==> src/rtl/ir_beacon_pkg.sv <==
// Shared definitions for the IR beacon link: FSM states, unit counts per
// frame element, and helpers that turn clock and timing parameters into cycles.
package ir_beacon_pkg;

  typedef enum logic [2:0] {
    IDLE,
    HDR_MARK,
    HDR_SPACE,
    BIT_MARK,
    BIT_SPACE,
    STOP_MARK,
    GUARD
  } beaconState_t;

  // Length of each frame element, in base timing units
  localparam int HDR_MARK_U   = 4;
  localparam int HDR_SPACE_U  = 2;
  localparam int ZERO_SPACE_U = 1;
  localparam int ONE_SPACE_U  = 2;
  localparam int MARK_U       = 1;

  // Carrier half-period in clock cycles
  function automatic int calcCarDiv(input int clkHz, input int carrierHz);
    return clkHz / (2 * carrierHz);
  endfunction

  // Base timing unit in clock cycles
  function automatic int calcUnitCyc(input int clkHz, input int unitUs);
    return (clkHz / 1_000_000) * unitUs;
  endfunction

  // States in which the LED carries the carrier
  function automatic logic isMark(input beaconState_t s);
    return (s == HDR_MARK) || (s == BIT_MARK) || (s == STOP_MARK);
  endfunction

endpackage

==> src/rtl/ir_carrier_gen.sv <==
// Square-wave carrier with a synchronous phase reset and a count enable.
// After a phase reset the output is high for CAR_DIV enabled cycles, then it
// toggles every CAR_DIV enabled cycles.
module ir_carrier_gen #(
  parameter int CAR_DIV = 1315
) (
  input  logic CLK,
  input  logic rst_n,
  input  logic phaseRst,
  input  logic enable,
  output logic carrier
);

  localparam int PW = (CAR_DIV > 1) ? $clog2(CAR_DIV) : 1;

  logic [PW-1:0] phaseCnt;
  logic          toggled;

  // Half-period counter; flips the carrier flop each time it wraps
  always_ff @(posedge CLK or negedge rst_n) begin
    if (!rst_n) begin
      phaseCnt <= '0;
      toggled  <= 1'b0;
    end else if (phaseRst) begin
      phaseCnt <= '0;
      toggled  <= 1'b0;
    end else if (enable) begin
      if (phaseCnt == PW'(CAR_DIV - 1)) begin
        phaseCnt <= '0;
        toggled  <= ~toggled;
      end else begin
        phaseCnt <= phaseCnt + PW'(1);
      end
    end
  end

  // A cleared flop means the first half-period of a mark is high
  assign carrier = ~toggled;

endmodule

==> src/rtl/ir_beacon_tx.sv <==
// Station-side IR beacon transmitter: pulse-distance frame carrying
// {stationID, payload} MSB first, carrier-modulated during marks, followed
// by an enforced LED-off guard gap.
// Build option: define BEACON_PARITY_EN to append an even-parity bit over
// ID+payload as the final data bit.
module ir_beacon_tx
  import ir_beacon_pkg::*;
#(
  parameter int CLK_HZ      = 100_000_000,
  parameter int CARRIER_HZ  = 38_000,
  parameter int UNIT_US     = 600,
  parameter int ID_W        = 4,
  parameter int DATA_W      = 8,
  parameter int GUARD_UNITS = 8
) (
  input  logic              CLK,
  input  logic              rst_n,
  input  logic              start,
  input  logic [ID_W-1:0]   stationID,
  input  logic [DATA_W-1:0] payload,
  output logic              busy,
  output logic              done,
  output logic              irLED
);

  localparam int CAR_DIV  = calcCarDiv(CLK_HZ, CARRIER_HZ);
  localparam int UNIT_CYC = calcUnitCyc(CLK_HZ, UNIT_US);
`ifdef BEACON_PARITY_EN
  localparam int NBITS = ID_W + DATA_W + 1;
`else
  localparam int NBITS = ID_W + DATA_W;
`endif
  localparam int MAX_U = (GUARD_UNITS > HDR_MARK_U) ? GUARD_UNITS : HDR_MARK_U;
  localparam int UCW   = (UNIT_CYC > 1) ? $clog2(UNIT_CYC) : 1;
  localparam int ULW   = $clog2(MAX_U + 1);
  localparam int BCW   = (NBITS > 1) ? $clog2(NBITS) : 1;

  beaconState_t   state, stateNext;
  logic [UCW-1:0] unitCnt;
  logic [ULW-1:0] unitsLeft, loadUnits;
  logic [BCW-1:0] bitCnt;
  logic [NBITS-1:0] shiftReg, frameWord;
  logic unitDone, lastBit, curBit, markEntry, carrier;

`ifdef BEACON_PARITY_EN
  assign frameWord = {stationID, payload, ^{stationID, payload}};
`else
  assign frameWord = {stationID, payload};
`endif

  assign unitDone  = (unitCnt == '0) && (unitsLeft == '0);
  assign lastBit   = (bitCnt == BCW'(NBITS - 1));
  assign curBit    = shiftReg[NBITS-1];
  assign markEntry = isMark(stateNext) && !isMark(state);
  assign busy      = (state != IDLE);

  // State register
  always_ff @(posedge CLK or negedge rst_n) begin
    if (!rst_n) state <= IDLE;
    else        state <= stateNext;
  end

  // Next state, and the unit count the next state will run for
  always_comb begin
    stateNext = state;
    loadUnits = '0;
    case (state)
      IDLE:      if (start)    stateNext = HDR_MARK;
      HDR_MARK:  if (unitDone) stateNext = HDR_SPACE;
      HDR_SPACE: if (unitDone) stateNext = BIT_MARK;
      BIT_MARK:  if (unitDone) stateNext = BIT_SPACE;
      BIT_SPACE: if (unitDone) stateNext = lastBit ? STOP_MARK : BIT_MARK;
      STOP_MARK: if (unitDone) stateNext = GUARD;
      GUARD:     if (unitDone) stateNext = IDLE;
      default:   stateNext = IDLE;
    endcase
    case (stateNext)
      HDR_MARK:  loadUnits = ULW'(HDR_MARK_U);
      HDR_SPACE: loadUnits = ULW'(HDR_SPACE_U);
      BIT_MARK:  loadUnits = ULW'(MARK_U);
      BIT_SPACE: loadUnits = curBit ? ULW'(ONE_SPACE_U) : ULW'(ZERO_SPACE_U);
      STOP_MARK: loadUnits = ULW'(MARK_U);
      GUARD:     loadUnits = ULW'(GUARD_UNITS);
      default:   loadUnits = '0;
    endcase
  end

  // Unit timing: reload on every state entry, count cycles within a unit and
  // units within the state
  always_ff @(posedge CLK or negedge rst_n) begin
    if (!rst_n) begin
      unitCnt   <= '0;
      unitsLeft <= '0;
    end else if (stateNext != state) begin
      if (stateNext == IDLE) begin
        unitCnt   <= '0;
        unitsLeft <= '0;
      end else begin
        unitCnt   <= UCW'(UNIT_CYC - 1);
        unitsLeft <= loadUnits - ULW'(1);
      end
    end else if (state != IDLE) begin
      if (unitCnt == '0) begin
        unitCnt   <= UCW'(UNIT_CYC - 1);
        unitsLeft <= unitsLeft - ULW'(1);
      end else begin
        unitCnt <= unitCnt - UCW'(1);
      end
    end
  end

  // Frame word capture on acceptance; advance one bit after each bit space
  always_ff @(posedge CLK or negedge rst_n) begin
    if (!rst_n) begin
      shiftReg <= '0;
      bitCnt   <= '0;
    end else if (state == IDLE && start) begin
      shiftReg <= frameWord;
      bitCnt   <= '0;
    end else if (state == BIT_SPACE && unitDone) begin
      shiftReg <= shiftReg << 1;
      bitCnt   <= bitCnt + BCW'(1);
    end
  end

  ir_carrier_gen #(
    .CAR_DIV(CAR_DIV)
  ) u_carrier (
    .CLK     (CLK),
    .rst_n   (rst_n),
    .phaseRst(markEntry),
    .enable  (isMark(state)),
    .carrier (carrier)
  );

  // Registered outputs: done marks the guard exit, LED gated by mark states
  always_ff @(posedge CLK or negedge rst_n) begin
    if (!rst_n) begin
      done  <= 1'b0;
      irLED <= 1'b0;
    end else begin
      done  <= (state == GUARD) && unitDone;
      irLED <= carrier & isMark(state);
    end
  end

endmodule

==> config.mk <==
export PLATFORM = sky130hd
export DESIGN_NAME = ir_beacon_tx
export DESIGN_NICKNAME = d
export VERILOG_FILES = /design/src/rtl/ir_beacon_pkg.sv /design/src/rtl/ir_carrier_gen.sv /design/src/rtl/ir_beacon_tx.sv
export SDC_FILE = /design/constraint.sdc
export NUM_CORES = 1
export LEC_CHECK = 0
export CELL_PAD_IN_SITES_DETAIL_PLACEMENT = 1
export CELL_PAD_IN_SITES_GLOBAL_PLACEMENT = 2
export CORE_UTILIZATION = 41
export DETAILED_ROUTE_END_ITERATION = 10
export PLACE_DENSITY_LB_ADDON = 0.1
export SYNTH_ARGS = -nofsm -noshare
export SYNTH_HDL_FRONTEND = slang
export SYNTH_HIERARCHICAL = 1
export SYNTH_SLANG_ARGS = --single-unit
==> constraint.sdc <==
create_clock -name CLK -period 7.35 [get_ports CLK]
set_input_delay 1.47 -clock CLK [delete_from_list [all_inputs] [get_ports CLK]]
set_output_delay 1.47 -clock CLK [all_outputs]
set_load 0.02 [all_outputs]
### Word level (Yosys, flattened, before mapping)

Cells that the tools add are included.

* ROM bits: 0
* memories kept: 0
* memory bits (writable): 0
* flip-flop bits (word level): 53
* latch bits: 0
* output and inout bits: 3

* shift-type cells: 0
* multipliers: 0
* multiplexer cells: 29
* magnitude comparators: 0
* add/subtract/negate cells: 5
* bitwise gates (word level): 2
* equal/unequal tests: 15
* reductions and logical operators: 23
* divide/modulo/power cells: 0

Operators with widths (count)
* 16-bit 2-to-1 mux: 4
* 11-bit 2-to-1 mux: 3
* 12-bit 2-to-1 mux: 2
* 3-bit 2-to-1 mux: 8
* 4-bit 2-to-1 mux: 6
* 3-bit one-hot mux with 7 select lines: 1
* 4-bit one-hot mux with 5 select lines: 1
* 3-bit equality test (second input constant): 6
* 16-bit zero test: 1
* 16-bit by 1-bit subtractor with 16-bit output (second input constant): 1
* 3-bit by 2-bit equality test with 1-bit output (second input constant): 4
* 11-bit by 1-bit adder with 11-bit output (second input constant): 1
* 11-bit equality test (second input constant): 1
* 2-bit nonzero test: 5
* 4-bit by 1-bit subtractor with 4-bit output (second input constant): 2
* 3-bit by 1-bit equality test with 1-bit output (second input constant): 2
* 3-bit zero test: 2
* 1-bit logical AND: 5
* 4-bit by 1-bit adder with 4-bit output (second input constant): 1
* 4-bit equality test (second input constant): 1
* 4-bit zero test: 1
* 1-bit logical OR: 4
* 2-bit AND reduction: 2
* 1-bit 2-to-1 mux: 3
* 7 further kinds: 7

### Logic depth before layout (Yosys ltp)

Gate-level depths: netlist of the first run.

* depth in word-level cells: 10
* gate-level depth with buffers: 13
* mapped depth without buffers: 13

### Modules after synthesis

The synthesis of the first run kept the hierarchy.

Modules (own cells, without submodules)
* ir_beacon_tx: sequential area each 1026.0 µm², times used 1, cells each 265, area each 2401.1 µm²
* ir_carrier_gen: sequential area each 300.3 µm², times used 1, cells each 70, area each 715.7 µm²

### Worst setup path after synthesis of the first run

No wires, ideal clock.

* path kind: input to register
* start: input port start
* end: register unitsLeft[2]
* library setup time: 124 ps
* required time: 7226 ps
* path slack: 4385 ps
* cell stages on the path: 7
* path buffers: 0
* arrival: 2841 ps
* cells stage by stage: nor2b_1 > or4_1 > a31oi_1 > a32oi_1 > ha_1 > nor4b_1 > a211o_1

* cells in the longest elaborated chain, start to end: 8

RTL lines
* start: declaration: RTL line ir_beacon_tx.sv:18 `input logic start,`
* 3-bit 2-to-1 mux *: RTL line ir_beacon_tx.sv:68 `IDLE: if (start) stateNext = HDR_MARK;`
* 3-bit one-hot mux with 7 select lines *: RTL line ir_beacon_tx.sv:67 `case (state)`
* 3-bit by 2-bit equality test with 1-bit output / 3-bit equality test (equally long branches): RTL line ir_beacon_tx.sv:77 `case (stateNext)`
* 2-bit OR reduction (no line)
* 4-bit one-hot mux with 5 select lines: RTL line ir_beacon_tx.sv:77
* 4-bit by 1-bit subtractor with 4-bit output: RTL line ir_beacon_tx.sv:100 `unitsLeft <= loadUnits - ULW'(1);`
* 4-bit 2-to-1 mux: RTL line ir_beacon_tx.sv:95 `if (stateNext == IDLE) begin`
* 4-bit 2-to-1 mux: RTL line ir_beacon_tx.sv:94 `end else if (stateNext != state) begin`
* end signal: assignment: RTL line ir_beacon_tx.sv:100
* end signal: assignment: RTL line ir_beacon_tx.sv:105 `unitsLeft <= unitsLeft - ULW'(1);`
* end: declaration: RTL line ir_beacon_tx.sv:40 `logic [ULW-1:0] unitsLeft, loadUnits;`

Mark *: on every way between the ends. The rest lies on a longest branch, timed or not.
A chain may end at the register's enable or synchronous reset.

### Worst setup path in the final report of the first run

* start: register unitCnt[0]
* end: register u_carrier.phaseCnt[10]

* cells in the longest elaborated chain, start to end: 9

RTL lines
* start: declaration: RTL line ir_beacon_tx.sv:39 `logic [UCW-1:0] unitCnt;`
* start signal: assignment: RTL line ir_beacon_tx.sv:99 `unitCnt <= UCW'(UNIT_CYC - 1);`
* start signal: assignment: RTL line ir_beacon_tx.sv:104 `unitCnt <= UCW'(UNIT_CYC - 1);`
* start signal: assignment: RTL line ir_beacon_tx.sv:107 `unitCnt <= unitCnt - UCW'(1);`
* 16-bit zero test *: RTL line ir_beacon_tx.sv:51 `assign unitDone = (unitCnt == '0) && (unitsLeft == '0);`
* 1-bit logical AND *: RTL line ir_beacon_tx.sv:51
* 3-bit 2-to-1 mux, or another cell as far along: RTL line ir_beacon_tx.sv:74 `GUARD: if (unitDone) stateNext = IDLE;`
* 3-bit one-hot mux with 7 select lines *: RTL line ir_beacon_tx.sv:67
* 3-bit by 1-bit equality test with 1-bit output / 3-bit by 2-bit equality test with 1-bit output (equally long branches): RTL line ir_beacon_pkg.sv:34 `return (s == HDR_MARK) || (s == BIT_MARK) || (s == STOP_MARK);`
* 1-bit logical OR: RTL line ir_beacon_pkg.sv:34
* 1-bit logical OR *: RTL line ir_beacon_pkg.sv:34
* 1-bit logical AND *: RTL line ir_beacon_tx.sv:54 `assign markEntry = isMark(stateNext) && !isMark(state);`
* net markEntry: RTL line ir_beacon_tx.sv:43 `logic unitDone, lastBit, curBit, markEntry, carrier;`
* 11-bit 2-to-1 mux / 2-bit nonzero test (equally long branches)
* end signal: assignment: RTL line ir_carrier_gen.sv:32 `phaseCnt <= phaseCnt + PW'(1);`
* end: declaration: RTL line ir_carrier_gen.sv:16 `logic [PW-1:0] phaseCnt;`

Mark *: on every way through the listed nets, which the timed path passes. The rest lies on a longest branch.

==> metrics, run 1 <==
status=finished clean; P per Cell Area=~290 nW/µm²; cts hold-fix bufs=0; Layout area overhead=10.5%; TritonCTS Buffers=5; # port buffers=17; sequential share of the synthesized area=0.426; fin crit share=0.515; CP Cell Sequence=inv_1, ha_1, nor4b_2, and4_1, nand2_1, a211oi_1, o21ai_0, nor2_1, o211ai_2, or4_1, a21oi_1; Mapped Cells=335; ys async rst share=1.00; hpwl dp=between 5000 and 6000 µm; Clock Latency Late Sink=0.32 ns; vias in the first global route=2588; Std-Cell Rows=31; via count=2586; drt via density=5.80; top post-synthesis cells by area=dfrtp_1, o21ai_0, nand2_1; Post-synth EDFFs=0; Layout Utilization=0.472; Max-slew headroom=0.437; CTS root buf=clkbuf_8; die height=89.2 µm; synthesized area per cell=around 9.3 µm²; Crit-path slowest cell=or4_1; post-cts sizing count=0; min Tclk post-route=3.78 ns; Syn Nets=357; YS warnings=6; pin slew with the least headroom to its limit=about 0.84 ns; Req. time, crit path=roughly 7.6 ns; Final Hold Viols=0; Worst Setup Path Type=flip-flop to flip-flop; Cell Area, Synth=3120 µm²; 1st-iter DRT viols=167; post-CTS setup buffer count=0; Slew Limit Fails=0; CP Data Arrival Time=4.02 ns; Yosys top cell area share=0.426; Crit path largest cell delay=0.54 ns; DRC Markers=0; Clock Skew=0.0143 ns; die width=89.2 µm; CTS max path bufs=2; Final TNS setup=0 ns; FF+latch count, synth=53; Yosys cell types=66; Avg WL per Cell=17.0 µm; top-count cell post-synth=dfrtp_1; # diodes=0; GR Overflow Total=0; RSZ-0062 raised after global routing=no; f_max=264 MHz; kind of start point of the critical path=flip-flop; Static Leak=1.49 nW; DIE AREA=approximately 8000 µm²; worst min path class=flip-flop to flip-flop; first-pass GRT wire length=12900 µm; top cell types by occurrence after synthesis=dfrtp_1, nand2_1, nor2_1, o21ai_0, inv_1; CTS tree=yes; total wire length=7590 µm; largest net degree at the start of global routing=54; Clock Sinks=53; max_cap viols=0; crit end category=flip-flop; # H-tree levels=2; Total GRT Usage=0.212; core area=7290 µm²; share of cells above drive strength 1=0.0807; antenna violation net count after detailed routing=0; clock-pin slew on the worst setup and hold paths=0.10 ns; Final setup viols=0; routability cong.=roughly 0.77; largest area contributor in the netlist=dfrtp_1; initial antenna violation count=0; Worst VDD drop=0.140 mV; first drt pass iteration count=7; Total Nets Final=between 300 and 400; Synth Flop Type=dfrtp_1; worst-path fanout max=8; Initial Util=0.427; I/O pin count=18
[where the power goes]
group | total [mW] | internal, mW | switching, mW | leakage (nW)
clock network | 0.177 | 0.0715 | 0.106 | 0.0506
logic | 0.300 | 0.143 | 0.157 | 0.766
registers | 0.507 | 0.388 | 0.119 | 0.671
total | 0.984 | 0.603 | 0.382 | 1.49
[worst paths after layout]
path,slack [ns],endpoint,cells past startpoint,start
worst min register to register,0.50,shiftReg[5],2,shiftReg[5]
worst max register to register,3.57,u_carrier/phaseCnt[10],11,unitCnt[0]
worst max-delay path,3.57,u_carrier/phaseCnt[10],11,unitCnt[0]
min in group asynchronous,1.26,unitsLeft[3],2,rst_n
max in group asynchronous,5.62,state[0],2,rst_n
worst min-delay path,0.50,shiftReg[5],2,shiftReg[5]
[placed cells by master (no fill, tap or decap), drive strengths merged, types with 4 or more instances in the layout]
cell           Yosys  layout
o21ai             30      30
nor4b              4       4
clkdlybuf4s50      0      16
a21o               6       6
dfrtp             53      53
nor2              28      28
a21oi             18      18
o31ai              5       5
and3               4       4
a222oi             8       8
or4                5       5
and2               6       6
clkbuf             9       5
inv               23      25
nor3              11      11
ha                 7       7
nand3              5       5
or3                4       4
nor4               6       6
buf                7       4
nand2             28      28
nand4              4       4
o2bb2ai            6       6
xor2               4       4
nand2b             5       5
[registers in the layout (all words and copies together), names as in the netlist]
register and count:
bitCnt 4, done 1, irLED 1, shiftReg 12, state 3, u_carrier/phaseCnt 11
u_carrier/toggled 1, unitCnt 16, unitsLeft 4
[stage by stage]
step / power [mW] / setup slack (ns) / instances / cell area [µm²] / hold slack [ns]
after floorplan: 0.718 / 4.39 / 335 / 3120 / 0.456
after global placement: 0.799 / 3.36 / 438 / 3350 / 0.481
after detailed placement: 0.817 / 3.32 / 438 / 3350 / 0.484
after CTS: 1.00 / 3.55 / 446 / 3440 / 0.511
after global routing: 1.07 / 3.18 / 446 / 3440 / 0.544
final: 0.984 / 3.57 / 446 / 3440 / 0.504
[cell families (layout without fill, tap and decap cells)]
logic type,after synthesis,count (layout),synth area share
flops,53,53,0.426
fa+ha+maj,7,7,0.0281
buf+inv,39,51,0.0542
mux,4,4,0.0132
simple gates,125,125,0.231
xor+xnor,7,7,0.0197
compound gates,100,100,0.228
[cell type report]
cell class,instances,area (µm²)
Fill cell,886,3850
Multi-Input combinational cell,243,1620
Sequential cell,53,1330
Timing Repair Buffer,20,188
Tap cell,99,124
Inverter,23,86.3
Clock buffer,5,68.8
Clock inverter,3,28.8
[routing by layer]
layer  vias to the layer above  global-route usage  routed length, µm  share of wire
met5                         -                   0                  0              0
met4                         0              0.0346                 56         0.0074
met3                         4              0.0323                250          0.033
met2                        34               0.326               3320           0.44
met1                      1285               0.321               3960           0.52
li1                       1263                   -                  -              -
[worst max-delay path: cells and delay by family, from the launching register on]
kind / cells / cell delay [ns]
AO/OA/AOI/OAI: 4 / 0.86
adder cells (fa/ha/maj): 1 / 0.24
buffers and inverters: 1 / 0.10
flip-flops: 1 / 0.41
AND/OR/NAND/NOR: 5 / 2.11
Power figures use the tool's default switching activity.
==> inputs of run 2 (changes only) <==
--- a/config.mk
+++ b/config.mk
@@ -7,7 +7,7 @@
 export LEC_CHECK = 0
 export CELL_PAD_IN_SITES_DETAIL_PLACEMENT = 1
 export CELL_PAD_IN_SITES_GLOBAL_PLACEMENT = 2
-export CORE_UTILIZATION = 41
+export CORE_UTILIZATION = 38
 export DETAILED_ROUTE_END_ITERATION = 10
 export PLACE_DENSITY_LB_ADDON = 0.1
 export SYNTH_ARGS = -nofsm -noshare
==> constraint.sdc (replaced) <==
create_clock -name CLK -period 3.6 [get_ports CLK]
set_input_delay 0.72 -clock CLK [delete_from_list [all_inputs] [get_ports CLK]]
set_output_delay 0.72 -clock CLK [all_outputs]
set_load 0.02 [all_outputs]
==> metrics, run 2 (same netlist as run 1, synthesis figures left out) <==
drt via density=5.79 (-0.13%); Static Leak=1.54 nW (+3.6%); largest net degree at the start of global routing=45 (-17%); final non-filler cell total=458 (+2.7%); Std-Cell Rows=32 (+3.2%); Layout Utilization=0.450 (-0.0224); pin slew with the least headroom to its limit=1.02 ns (+0.177 ns); Tot Pwr=2.10 mW (+110%); worst min path class=flip-flop to flip-flop; Psw=0.787 mW (+110%); Clock Latency Late Sink=0.32 ns (about the same); Total GRT Usage=0.207 (-0.00495); met3 Usage GRT=0.0345 (+0.00217); first drt pass iteration count=5 (-2); Final setup viols=0 (unchanged); Initial Util=0.397 (-0.0303); share of cells above drive strength 1=0.104 (+0.0232); # diodes=0 (unchanged); GRT busiest layer=met1; Req. time, crit path=3.85 ns (-3.74 ns); TritonCTS Buffers=5 (unchanged); Slew Limit Fails=0 (unchanged); max FFs per register=16 (unchanged); Non-Filler Cell Area, Final=3530 µm² (+2.5%); # port buffers=17 (unchanged); grt met1 use=0.314 (-0.00683); 1st-iter DRT viols=181 (+8.4%); antenna violation net count after detailed routing=0 (unchanged); DRC Markers=0 (unchanged); RSZ-0062 raised after global routing=no; I/O pin count=18 (unchanged); Post-DP Area=3420 µm² (+2.1%); status=finished clean; Regs by FF count=unitCnt (16), shiftReg (12), u_carrier/phaseCnt (11); core area=7850 µm² (+7.6%); crit end category=flip-flop; Largest Register=unitCnt; dpl ws=0.417 ns (-2.90 ns); hpwl dp=5740 µm (+5.0%); total wire length=7980 µm (+5.1%); Crit-path slowest cell=or4_1; first-pass GRT wire length=13800 µm (+6.7%); placed cells=450 (+2.7%); f_max=313 MHz (+18%); max_cap viols=0 (unchanged); Final TNS setup=0 ns (unchanged); CTS tree=yes; Max-slew headroom=0.320 (-0.117); die height=92.6 µm (+3.8%); Worst Setup Path Type=flip-flop to flip-flop; Worst VDD drop=0.279 mV (+99%); Clock Sinks=53 (unchanged); combinational power share=0.310 (+0.005); CTS max path bufs=2 (unchanged); P per Cell Area=595 nW/µm² (+110%); CTS root buf=clkbuf_8; Clock Skew=0.00849 ns (-0.00578 ns); Seq pwr share=0.487 (-0.028); CP delay by family, top=simple AND/OR/NAND/NOR gates; Avg WL per Cell=17.4 µm (+2.3%); kind of start point of the critical path=flip-flop; vias in the first global route=2619 (+1.2%); worst-path fanout max=6 (-2); clock power share=0.203 (+0.023); most frequent cells in the layout=dfrtp_1, nand2_1, nor2_1, o21ai_0, inv_1; R2R Setup Slk=0.41 ns (-3.16 ns); clock-pin slew on the worst setup and hold paths=0.11 ns (about the same); Total Nets Final=377 (+2.4%); PnR worst setup slack=0.406 ns (-3.16 ns); post-cts sizing count=0 (unchanged); routing usage on met2=0.298 (-0.0280); fin crit share=0.887 (+0.373); cts hold-fix bufs=0 (unchanged); Internal=1.31 mW (+120%); post-CTS setup buffer count=0 (unchanged); DIE AREA=8570 µm² (+7.7%); Crit path largest cell delay=0.52 ns (-0.02 ns); initial antenna violation count=0 (unchanged); CP Data Arrival Time=3.44 ns (-0.58 ns); via count=2652 (+2.6%); CP Cell Sequence=inv_1, ha_1, nor4b_2, and4_1, nand2_1, a211oi_1, o21ai_0, nor2_1, o211ai_2, or4_1, a21oi_1; # H-tree levels=2 (unchanged); Layout area overhead=13.2%; min Tclk post-route=3.19 ns (-0.589 ns); commonest non-fill, non-tap cell in the layout=dfrtp_1; die width=92.6 µm (+3.8%); GR Overflow Total=0 (unchanged); Sw Share=0.375 (-0.0132); CP bufs+invs=1 (unchanged); routability cong.=0.770 (+0.14%); Final Hold Viols=0 (unchanged); Hold WS=0.513 ns (+0.00956 ns)
## run 2: cell count changes in the layout (fill, tap and decap cells not counted)
| cell | change |
|---|---|
| bufinv_16 | +1 |
| buf_4 | +9 |
| inv_8 | -1 |
| clkinv_2 | +1 |
| clkinv_4 | -1 |
## run 2: power groups by stage
stage	clock network (mW)	registers, mW	logic, mW
finish	0.427	1.02	0.651
global route	0.462	1.05	0.745
CTS	0.445	1.02	0.659
detailed placement	0	1.03	0.654
global placement	0	1.03	0.640
floorplan	0	0.959	0.507
## run 2: final timing paths
path	from	end	cells past startpoint
max in group asynchronous	rst_n	u_carrier/phaseCnt[6]	2
min in group asynchronous	rst_n	unitCnt[7]	1
min	shiftReg[5]	shiftReg[5]	2
min reg2reg	shiftReg[5]	shiftReg[5]	2
max reg2reg	unitCnt[0]	u_carrier/phaseCnt[8]	11
max	unitCnt[0]	u_carrier/phaseCnt[8]	11
## run 2: tightest hold or removal path, cell delays in order (launching register included)
cell and delay (ns):
dfrtp_1 0.37, a222oi_1 0.07, inv_1 0.05
## run 2: routing by layer
metal  vias to the layer above  part of all wire
met5                         -                 0
met4                         0             0.014
met3                         8             0.033
met2                        46              0.43
met1                      1322              0.53
li1                       1276                 -
## run 2: area by class of cell
cell class              instances  area, µm²
clock buffers                   5       68.8
clock inverters                 3       43.8
fillers                       926       4320
inverters                      23       86.3
multi-input cells             243       1620
flip-flops and latches         53       1330
well taps                     102        128
repair buffers                 29        255
